<file path="src/rtl/fetch_instr_gen_udiv_32ns_16ns_seq.sv">
// Sequential restoring radix-2 unsigned divider for fetch address decode.
// Produces one quotient bit per cycle behind valid/ready handshakes.
// Divide-by-zero returns an all-ones quotient, the low dividend bits as the
// remainder, and raises div_by_zero.
module fetch_instr_gen_udiv_32ns_16ns_seq #(
  parameter int DIVIDEND_WIDTH = 32,
  parameter int DIVISOR_WIDTH  = 16
) (
  input  logic                      ap_clk,
  input  logic                      ap_rst,
  input  logic                      in_valid,
  output logic                      in_ready,
  input  logic [DIVIDEND_WIDTH-1:0] dividend,
  input  logic [DIVISOR_WIDTH-1:0]  divisor,
  output logic                      out_valid,
  input  logic                      out_ready,
  output logic [DIVIDEND_WIDTH-1:0] quotient,
  output logic [DIVISOR_WIDTH-1:0]  remainder,
  output logic                      div_by_zero
);

  localparam int CW = $clog2(DIVIDEND_WIDTH);

  typedef enum logic [1:0] {IDLE, CALC, DONE} state_t;

  state_t                    state, state_nxt;
  logic [DIVISOR_WIDTH-1:0]  dvs;
  logic [DIVISOR_WIDTH-1:0]  rem;
  logic [DIVIDEND_WIDTH-1:0] q;
  logic [CW-1:0]             cnt;
  logic                      dbz;

  // Shifted trial value is one bit wider than the divisor so it never
  // overflows. The stored remainder is always < divisor, so it needs only
  // DIVISOR_WIDTH bits; the extra bit of the partial remainder lives in t.
  logic [DIVISOR_WIDTH:0]    t, diff;
  logic                      ge;

  logic                      accept, handoff;

  assign accept  = (state == IDLE) && in_valid;
  assign handoff = (state == DONE) && out_ready;

  // Trial subtraction; because rem < divisor, t < 2*divisor, so the top bit
  // of the difference is exactly the borrow (set when t < divisor).
  always_comb begin
    t    = {rem, q[DIVIDEND_WIDTH-1]};
    diff = t - {1'b0, dvs};
    ge   = ~diff[DIVISOR_WIDTH];
  end

  // State register.
  always_ff @(posedge ap_clk) begin
    if (ap_rst) state <= IDLE;
    else        state <= state_nxt;
  end

  // Next-state logic.
  always_comb begin
    state_nxt = state;
    unique case (state)
      IDLE: if (in_valid) state_nxt = (divisor == '0) ? DONE : CALC;
      CALC: if (cnt == '0) state_nxt = DONE;
      DONE: if (out_ready) state_nxt = IDLE;
      default: state_nxt = IDLE;
    endcase
  end

  // Datapath: operand load, one restoring step per CALC cycle, flag clear.
  always_ff @(posedge ap_clk) begin
    if (ap_rst) begin
      dvs <= '0;
      rem <= '0;
      q   <= '0;
      cnt <= '0;
      dbz <= 1'b0;
    end else if (accept) begin
      if (divisor == '0) begin
        q   <= '1;
        rem <= dividend[DIVISOR_WIDTH-1:0];
        dbz <= 1'b1;
      end else begin
        dvs <= divisor;
        q   <= dividend;
        rem <= '0;
        cnt <= CW'(DIVIDEND_WIDTH - 1);
        dbz <= 1'b0;
      end
    end else if (state == CALC) begin
      q   <= {q[DIVIDEND_WIDTH-2:0], ge};
      rem <= ge ? diff[DIVISOR_WIDTH-1:0] : t[DIVISOR_WIDTH-1:0];
      cnt <= cnt - 1'b1;
    end else if (handoff) begin
      dbz <= 1'b0;
    end
  end

  assign in_ready    = (state == IDLE);
  assign out_valid   = (state == DONE);
  assign quotient    = q;
  assign remainder   = rem;
  assign div_by_zero = dbz;

endmodule

</file>
<file path="config.mk">
export PLATFORM = sky130hd
export DESIGN_NAME = fetch_instr_gen_udiv_32ns_16ns_seq
export DESIGN_NICKNAME = d
export VERILOG_FILES = /design/src/rtl/fetch_instr_gen_udiv_32ns_16ns_seq.sv
export SDC_FILE = /design/constraint.sdc
export NUM_CORES = 1
export LEC_CHECK = 0
export CORE_UTILIZATION = 60
export DETAILED_ROUTE_END_ITERATION = 8
export DONT_BUFFER_PORTS = 1
export HOLD_SLACK_MARGIN = 0.08
export PLACE_DENSITY = 0.87
export SYNTH_ARGS = -nofsm -noshare
export SYNTH_HDL_FRONTEND = slang
export SYNTH_SLANG_ARGS = --single-unit
</file>
<file path="constraint.sdc">
create_clock -name ap_clk -period 3.33 [get_ports ap_clk]
set_clock_uncertainty 0.05 [all_clocks]
set_input_delay 0.999 -clock ap_clk [delete_from_list [all_inputs] [get_ports ap_clk]]
set_output_delay 0.999 -clock ap_clk [all_outputs]
set_load 0.02 [all_outputs]
</file>
# [After elaboration in Yosys (flattened, before gate mapping)]
# Index checks and enable logic that the tools add are counted.
[word_totals] in_bits=52 wordCells=47 register_bits=72 out_inout_bits=51
[classes] bitwise=2 muxes=19 reduce_logical=11 n_addsub=2 n_eq_ne=7
[ops] operator="2-to-1 mux 32 bit" count=3
[ops] operator="2-to-1 mux 16 bit" count=4
[ops] operator="subtractor 17 x 16 -> 17 bit" count=1
[ops] operator="zero test 16 bit" count=1
[ops] operator="2-to-1 mux 5 bit" count=3
[ops] operator="2-to-1 mux 2 bit" count=4
[ops] operator="!= test 2 bit, second input constant" count=4
[ops] operator="case mux 2 bit (3 select lines)" count=1
[ops] operator="AND reduction 2 bit" count=3
[ops] operator="zero test 5 bit" count=1
[ops] operator="subtractor 5 x 1 -> 5 bit, second input constant" count=1
[ops] operator="2-to-1 mux 1 bit" count=4
[ops] operator="nonzero test 2 bit" count=2
[ops] operator="AND reduction 3 bit" count=1
[ops] operator="== test 2 x 1 -> 1 bit, second input constant" count=1
[ops] operator="== test 2 bit, second input constant" count=1
[ops] operator="logical AND 1 bit" count=2
[ops] operator="zero test 2 bit" count=1
[ops] operator="!= test 2 x 1 -> 1 bit, second input constant" count=1
[ops] operator="inverter 1 bit" count=2

# [Logic depth before layout (Yosys ltp)]
# Gate-level depths: netlist of run 1.
[depth] word_depth=5 mapped_depth=11

# [Worst setup path before layout of run 1]
# Ideal clock, no wire load.
[synth_timing] path_type="register to register" from="register q[31], in the netlist quotient[31]" to="register rem[10], in the netlist remainder[10]" arrival_ns=2.450 required_ns=3.146 period_less_slack_ns=2.634 setup_ns=0.134 setup_slack_ns=0.696 stages_incl_launch_ff=12 path_buffers=1 path_cell_list="dfxtp_1 inv_1 ha_1 fa_1 nand2b_1 a21oi_1 o21ai_0 nand3_1 xor2_1 buf_4 mux2i_1 o22ai_1"
[synth_via] elab_chain_cells=4
[synth_lines] element="start: declaration" line_no="29" source="logic [DIVIDEND_WIDTH-1:0] q;"
[synth_lines] element="start signal: assignment" line_no="84" source="q <= dividend;"
[synth_lines] element="start signal: assignment" line_no="90" source="q <= {q[DIVIDEND_WIDTH-2:0], ge};"
[synth_lines] element="subtractor 17 x 16 -> 17 bit" line_no="48" source="diff = t - {1'b0, dvs};"
[synth_lines] element="2-to-1 mux 16 bit" line_no="91" source="rem <= ge ? diff[DIVISOR_WIDTH-1:0] : t[DIVISOR_WIDTH-1:0];"
[synth_lines] element="2-to-1 mux 16 bit" line_no="89" source="end else if (state == CALC) begin"
[synth_lines] element="2-to-1 mux 16 bit" line_no="77" source="end else if (accept) begin"
[synth_lines] element="end signal: assignment" line_no="80" source="rem <= dividend[DIVISOR_WIDTH-1:0];"
[synth_lines] element="end signal: assignment" line_no="91"
[synth_lines] element="end: declaration" line_no="28" source="logic [DIVISOR_WIDTH-1:0] rem;"
# Every way passes these cells. The select of a mux whose other input is x is not followed.
# A chain may end at the register's enable or synchronous reset.

# [Worst setup path after layout of run 1]
[layout_timing] from="register q[31], in the netlist quotient[31]" to="register rem[1], in the netlist remainder[1]"
# Same word-level chain as after synthesis.

==> run_results.csv, run 1 <==
group,metric,value,unit
sta,worst_slack,0.382,ns
detailed_routing,routedWlPerCell,16.8,um
pwr,sequentialPowerShare,31.9,%
critical_path,worstRegToRegCells,11,
floorplanning,ios,103,
cts,cts_root_buf,"clkbuf_8",
critical_path,worst_setup_path_start_kind,"flop",
placed_design,hpwl,7450,um
critical_path,cp_slowest_cell,"dfxtp_1",
sta,period_minus_slack,2.95,ns
pwr,p_switching,1920,uW
critical_path,cp.depth,11,
final_layout,area_growth,5.34,%
yosys,ys_ff_latch,72,
hold_path,hp-class,"reg -> reg",
placed_design,placement.io_buffers,0,
critical_path,critPathKind,"reg -> reg",
floorplanning,num_rows,29,
yosys,ys_types,51,
placed_design,gp_congestion,0.967,
cts,clk_latency,0.36,ns
sta,worst_slew_pin_slew,0.700,ns
floorplanning,dieWidth,83.7,um
global_routing,grt_util_all_layers,29.4,%
global_routing,grtUsageMet1,37.5,%
detailed_routing,drcViolationCount,0,
detailed_routing,ant_nets,0,
cts,post_cts_buffers,0,
global_routing,antenna_found_initial,0,
sta,maxSlewHeadroom,53.3,%
cts,clock-sinks,72,
pwr,p_sw_share,45.6,%
cts,htreeDepth,3,
final_layout,multi_input_area,0.00234,mm^2
cts,path_clk_slew,0.08,ns
cts,numCtsBuffers,9,
yosys,synth_area_per_cell,7.57,um^2
cts,clockBufferDepth,2,
sta,setup_viol,0,
final_layout,nets,591,
floorplanning,die_area,0.00700,mm^2
pwr,ir_drop,0.655,mV
global_routing,use_met3,11.3,%
critical_path,cp_top_family,"compound AO/OA/AOI/OAI gates",
pwr,internal_power,2290,uW
critical_path,cp-end-kind,"flop",
pwr,p_comb_share,53.3,%
cts,cts_resized,0,
run_status,outcome,"completed",
sta,finalHoldViolations,0,
cts,tritoncts,"built",
critical_path,worstPathMaxFanout,14,
yosys,syn_inst,529,
final_layout,regArea,0.00144,mm^2
yosys,async_flop_share,0,%
critical_path,arrival,3.17,ns
critical_path,timing.critical_path.cells,"inv_1, ha_1, fa_1, nand2b_1, a21oi_1, o21ai_0, nand3_1, xor2_2, buf_4, nor2_1, o32ai_1",
final_layout,final_layout_size_suffix_gt1_share,6.86,%
global_routing,overflow,0,
yosys,synthesis.nets,600,
sta,min_period_over_period,88.5,%
pwr,pwr_density_cell,999,mW/mm^2
pwr,power_frac_clock,14.8,%
detailed_routing,wl,10100,um
yosys,ys_seq_area_share,36.0,%
placed_design,dp_worst_setup_slack,0.411,ns
floorplanning,die-height,83.7,um
critical_path,r2r-start,"quotient[31]",
critical_path,cp-startpoint,"quotient[31]",
global_routing,grt_pass1_wl,16400,um
sta,max_freq,0.339,GHz
pwr,leakage,0.00169,uW
final_layout,final_cells,602,
sta,tns,0,ns
global_routing,grt_max_degree,78,
critical_path,cpPeakStageDelay,0.48,ns
placed_design,dp_cells,586,
floorplanning,start_util,62.7,%
cts,cts_hold_buffers,0,
final_layout,fillers,574,
global_routing,grt_busiest_layer,"met2",
yosys,syn-cell-area,0.00400,mm^2
flow_run,maxCapViolCount,0,
hold_path,hold_depth,2,
yosys,ys_warn_count,0,
final_layout,diodes,0,
yosys,synth_flop_cell,"dfxtp_1",
sta,finalMaxSlewViolations,0,
critical_path,required,3.55,ns
detailed_routing,drtIter0Drc,208,
detailed_routing,dr_total_vias,3727,
detailed_routing,firstDrtPassIters,5,
hold_path,hold_start,"dvs[15]",
detailed_routing,viasPerCell,6.19,
global_routing,grt_pass1_vias,3359,
yosys,synth_edf_count,0,
sta,rsz0062_at_grt,"no",
floorplanning,core,0.00639,mm^2
critical_path,path_buf_inv,2,
global_routing,use_met2,45.5,%
[synthesized netlist by cell type (3+ instances only)]
cell / n / area (um^2)
a211oi_1: 5 / 37.5
a21o_1: 3 / 22.5
a21oi_1: 36 / 180
a22oi_1: 18 / 135
a311oi_1: 4 / 35.0
and2_1: 4 / 25.0
clkbuf_1: 25 / 93.8
dfxtp_1: 72 / 1440
ha_1: 18 / 225
inv_1: 21 / 78.8
mux2i_1: 12 / 120
nand2_1: 46 / 173
nand2b_1: 9 / 56.3
nand3_1: 4 / 20.0
nor2_1: 120 / 450
nor2b_1: 4 / 25.0
nor3_1: 5 / 25.0
nor4_1: 34 / 213
o21ai_0: 19 / 95.1
o221ai_1: 3 / 26.3
o22ai_1: 13 / 81.3
or2_2: 4 / 25.0
xnor2_1: 8 / 70.1
xor2_1: 6 / 52.6
[per-layer routing]
| metal | share of wire [%] | wire length [um] |
|---|---|---|
| met1 | 44 | 4470 |
| met2 | 46 | 4640 |
| met3 | 8.0 | 812 |
| met4 | 1.8 | 185 |
| met5 | 0 | 0 |
[flip-flops by register name (all words and copies together), names as in the netlist]
name,count
quotient,32
dvs,16
remainder,16
cnt,5
state,2
div_by_zero,1
[cell type report]
cell class	count	share of cell area, %
multi-input cells	404	55.4
flip-flops and latches	72	34.2
clock buffers	10	3.03
well taps	77	2.28
repair buffers	12	2.14
inverters	21	1.87
clock inverters	6	1.07
[cell families (layout without fill, tap and decap cells)]
| family | Yosys count | after routing | synth area share [%] |
|---|---|---|---|
| AOI/OAI and AO/OA | 117 | 117 | 18.4 |
| adders and majority gates | 19 | 19 | 6.13 |
| muxes | 12 | 12 | 3.00 |
| DFF | 72 | 72 | 36.0 |
| and+or+nand+nor | 242 | 242 | 27.6 |
| xor gates and xnor gates | 14 | 14 | 3.06 |
| buffers and inverters | 53 | 49 | 5.78 |
[per-stage QoR]
step	utilization (%)	instance area (um^2)	hold WS (ns)	total power, uW
6_report	66.0	4220	0.401	4210
5_1_grt	66.0	4220	0.430	4510
4_1_cts	66.0	4220	0.400	4190
3_5_place_dp	63.3	4050	0.390	3580
3_3_place_gp	63.3	4050	0.387	3510
2_1_floorplan	-	4000	0.386	3160
[power by group through the flow]
stage	registers [uW]	logic, uW	clock network (uW)
final	1340	2250	622
after global routing	1370	2470	671
after CTS	1340	2220	631
after detailed placement	1370	2210	0
after global placement	1350	2150	0
after floorplan	1310	1860	0
[path summary, 6_finish.rpt]
check | slack (ns) | to
worst min register to register | 0.40 | dvs[15]
worst max-delay path | 0.38 | remainder[1]
worst max register to register | 0.38 | remainder[1]
worst min-delay path | 0.40 | dvs[15]
[cell usage in the layout (no fill, tap or decap), drive strengths merged, types with 5 or more instances in the layout]
cell    count
o22ai      13
dfxtp      72
a22oi      18
xor2        6
a211oi      5
nand2b      9
a21o        5
clkbuf     10
o21ai      20
nor4       34
mux2i      12
nand2      46
buf        12
ha         18
nor2      121
a21oi      36
inv        22
xnor2       8
nor3        6
[worst reg2reg max path, cell delays in order (launching register included)]
cell and delay, ns:
dfxtp_1 0.48, inv_1 0.10, ha_1 0.23, fa_1 0.40, nand2b_1 0.18, a21oi_1 0.34
o21ai_0 0.15, nand3_1 0.14, xor2_2 0.16, buf_4 0.26, nor2_1 0.07, o32ai_1 0.29
Note: power is estimated with default switching activity, not from simulation.
==> run 2: changes to the inputs <==
--- a/config.mk
+++ b/config.mk
@@ -10,6 +10,7 @@
 export DONT_BUFFER_PORTS = 1
 export HOLD_SLACK_MARGIN = 0.08
 export PLACE_DENSITY = 0.87
+export SLEW_MARGIN = 10
 export SYNTH_ARGS = -nofsm -noshare
 export SYNTH_HDL_FRONTEND = slang
 export SYNTH_SLANG_ARGS = --single-unit
==> results of run 2 <==
Final layout, timing and power as in run 1 (identical DEF).
==> run 3: changes to the inputs <==
--- a/config.mk
+++ b/config.mk
@@ -5,11 +5,12 @@
 export SDC_FILE = /design/constraint.sdc
 export NUM_CORES = 1
 export LEC_CHECK = 0
-export CORE_UTILIZATION = 60
+export CORE_ASPECT_RATIO = 0.75
+export CORE_UTILIZATION = 40
 export DETAILED_ROUTE_END_ITERATION = 8
 export DONT_BUFFER_PORTS = 1
 export HOLD_SLACK_MARGIN = 0.08
-export PLACE_DENSITY = 0.87
+export PLACE_DENSITY = 0.65
 export SLEW_MARGIN = 10
 export SYNTH_ARGS = -nofsm -noshare
 export SYNTH_HDL_FRONTEND = slang
==> run 3 against run 2 <==
Net effect:
- non-clock buffer count up 3
- via count up 1.2%
- combinational power about the same
- largest cell class unchanged
- count of clock-buffer cells in the layout down 1
- wire length up 13%
- register-to-register slack worse by 0.04 ns
- highest routed layer unchanged
==> run_results.csv, run 3 (synthesis gave the netlist of run 1 again) <==
group,metric,value,unit
cts,tritoncts,"built",
detailed_routing,ant_nets,0,
cts,clk_latency,0.34,ns
pwr,pwr_density_cell,1020,mW/mm^2
cts,numCtsBuffers,9,
placed_design,gp_congestion,0.879,
pwr,leakage,0.00174,uW
critical_path,arrival,3.15,ns
critical_path,worstPathMaxFanout,13,
final_layout,largest_reg_flops,32,
sta,finalHoldViolations,0,
critical_path,r2r_end,"remainder[7]",
sta,rsz0062_at_grt,"no",
detailed_routing,wl,11400,um
cts,cts_root_buf,"clkbuf_16",
critical_path,cp-startpoint,"quotient[31]",
floorplanning,core,0.00970,mm^2
final_layout,nets,594,
cts,path_clk_slew,0.06,ns
sta,max_freq,0.335,GHz
global_routing,grt_max_degree,78,
final_layout,final_layout_size_suffix_gt1_share,7.40,%
floorplanning,die_area,0.0104,mm^2
critical_path,worst_setup_path_start_kind,"flop",
detailed_routing,firstDrtPassIters,5,
detailed_routing,drtIter0Drc,306,
placed_design,dp_cells,644,
detailed_routing,dr_total_vias,3773,
critical_path,r2r_setup_slack,0.34,ns
floorplanning,die-height,88.6,um
critical_path,cp-end-kind,"flop",
cts,cts_resized,0,
final_layout,diodes,0,
sta,period_minus_slack,2.99,ns
critical_path,cp-endpoint,"remainder[7]",
placed_design,hpwl,8430,um
critical_path,worstRegToRegCells,11,
floorplanning,ios,103,
sta,maxSlewHeadroom,50.7,%
critical_path,required,3.50,ns
pwr,ir_drop,0.590,mV
sta,setup_viol,0,
sta,worst_slew_pin_slew,0.739,ns
pwr,p_sw_share,43.9,%
final_layout,area_growth,9.88,%
final_layout,final_cells,659,
run_status,outcome,"completed",
cts,cts_hold_buffers,0,
floorplanning,num_rows,31,
pwr,p_switching,1980,uW
hold_path,hp-class,"reg -> reg",
placed_design,placement.io_buffers,0,
pwr,power_frac_clock,19.5,%
critical_path,critPathKind,"reg -> reg",
sta,tns,0,ns
global_routing,antenna_found_initial,0,
sta,min_period_over_period,89.7,%
pwr,sequentialPowerShare,30.1,%
global_routing,overflow,0,
cts,post_cts_buffers,0,
final_layout,mostFrequentLayoutCells,"nor2_1, dfxtp_1, nand2_1, a21oi_1, nor4_1",
flow_run,maxCapViolCount,0,
pwr,p_comb_share,50.4,%
floorplanning,dieWidth,118,um
global_routing,grt_util_all_layers,21.7,%
cts,clock-sinks,72,
detailed_routing,drcViolationCount,0,
detailed_routing,viasPerCell,5.73,
pwr,internal_power,2520,uW
detailed_routing,routedWlPerCell,17.3,um
floorplanning,start_util,41.3,%
sta,finalMaxSlewViolations,0,
critical_path,r2r-start,"quotient[31]",
cts,clockBufferDepth,2,
cts,htreeDepth,3,
final_layout,layout_commonest_cell,"nor2_1",
global_routing,grt_pass1_vias,3335,
global_routing,grt_pass1_wl,17600,um
==> run 3: cell types whose count changed in the layout (fill, tap and decap cells not counted) <==
cell	previous run	this run
inv_6	1	0
clkbuf_16	0	9
clkbuf_1	1	0
clkinv_2	1	3
clkbuf_8	9	0
buf_4	12	15
clkinv_4	1	0
==> run 3: power by group through the flow <==
stage / clock network, uW / logic (uW) / registers (uW)
2_1_floorplan: 0 / 1860 / 1310
4_1_cts: 885 / 2250 / 1360
6_report: 877 / 2270 / 1350
3_3_place_gp: 0 / 2200 / 1370
5_1_grt: 916 / 2530 / 1380
3_5_place_dp: 0 / 2240 / 1370
==> run 3: stage by stage <==
step	hold WS, ns	setup WS, ns	total power [uW]	area (um^2)	utilization [%]
CTS	0.400	0.386	4490	4400	45.4
global route	0.425	0.188	4820	4400	45.4
floorplan	0.386	0.696	3160	4000	-
finish	0.399	0.343	4500	4400	45.4
detailed placement	0.392	0.419	3610	4140	42.7
global placement	0.388	0.529	3560	4140	42.7
==> run 3: final cells by class <==
cell class / instances / area, um^2
fillers: 1004 / 5300
multi-input cells: 404 / 2340
flip-flops and latches: 72 / 1440
clock buffers: 9 / 225
well taps: 132 / 165
repair buffers: 15 / 113
inverters: 21 / 78.8
clock inverters: 6 / 37.5
==> run 3: critical path, cell delays in order (launching register included) <==
cell and delay, ns:
dfxtp_1 0.49, inv_1 0.10, ha_1 0.24, fa_1 0.40, nand2b_1 0.18, a21oi_1 0.34, o21ai_0 0.17, nand3_1 0.15
xor2_2 0.16, buf_4 0.25, mux2i_1 0.24, o22ai_1 0.09
==> run 3: worst min path at each step <==
stage | to | cells past startpoint | from | slack [ns]
floorplan | dvs[10] | 2 | dvs[10] | 0.39
global placement | dvs[15] | 2 | dvs[15] | 0.39
CTS | dvs[6] | 2 | dvs[6] | 0.40
finish | dvs[6] | 2 | dvs[6] | 0.40
detailed placement | dvs[6] | 2 | dvs[6] | 0.39
global route | dvs[12] | 2 | dvs[12] | 0.43
==> run 3: per-layer routing <==
metal | global-route usage (%) | part of all wire, % | up-vias | routed length, um
li1 | - | - | 1850 | -
met1 | 31.6 | 49 | 1767 | 5580
met2 | 30.7 | 41 | 145 | 4730
met3 | 6.89 | 8.6 | 11 | 976
met4 | 5.48 | 0.95 | 0 | 108
met5 | 0 | 0 | - | 0
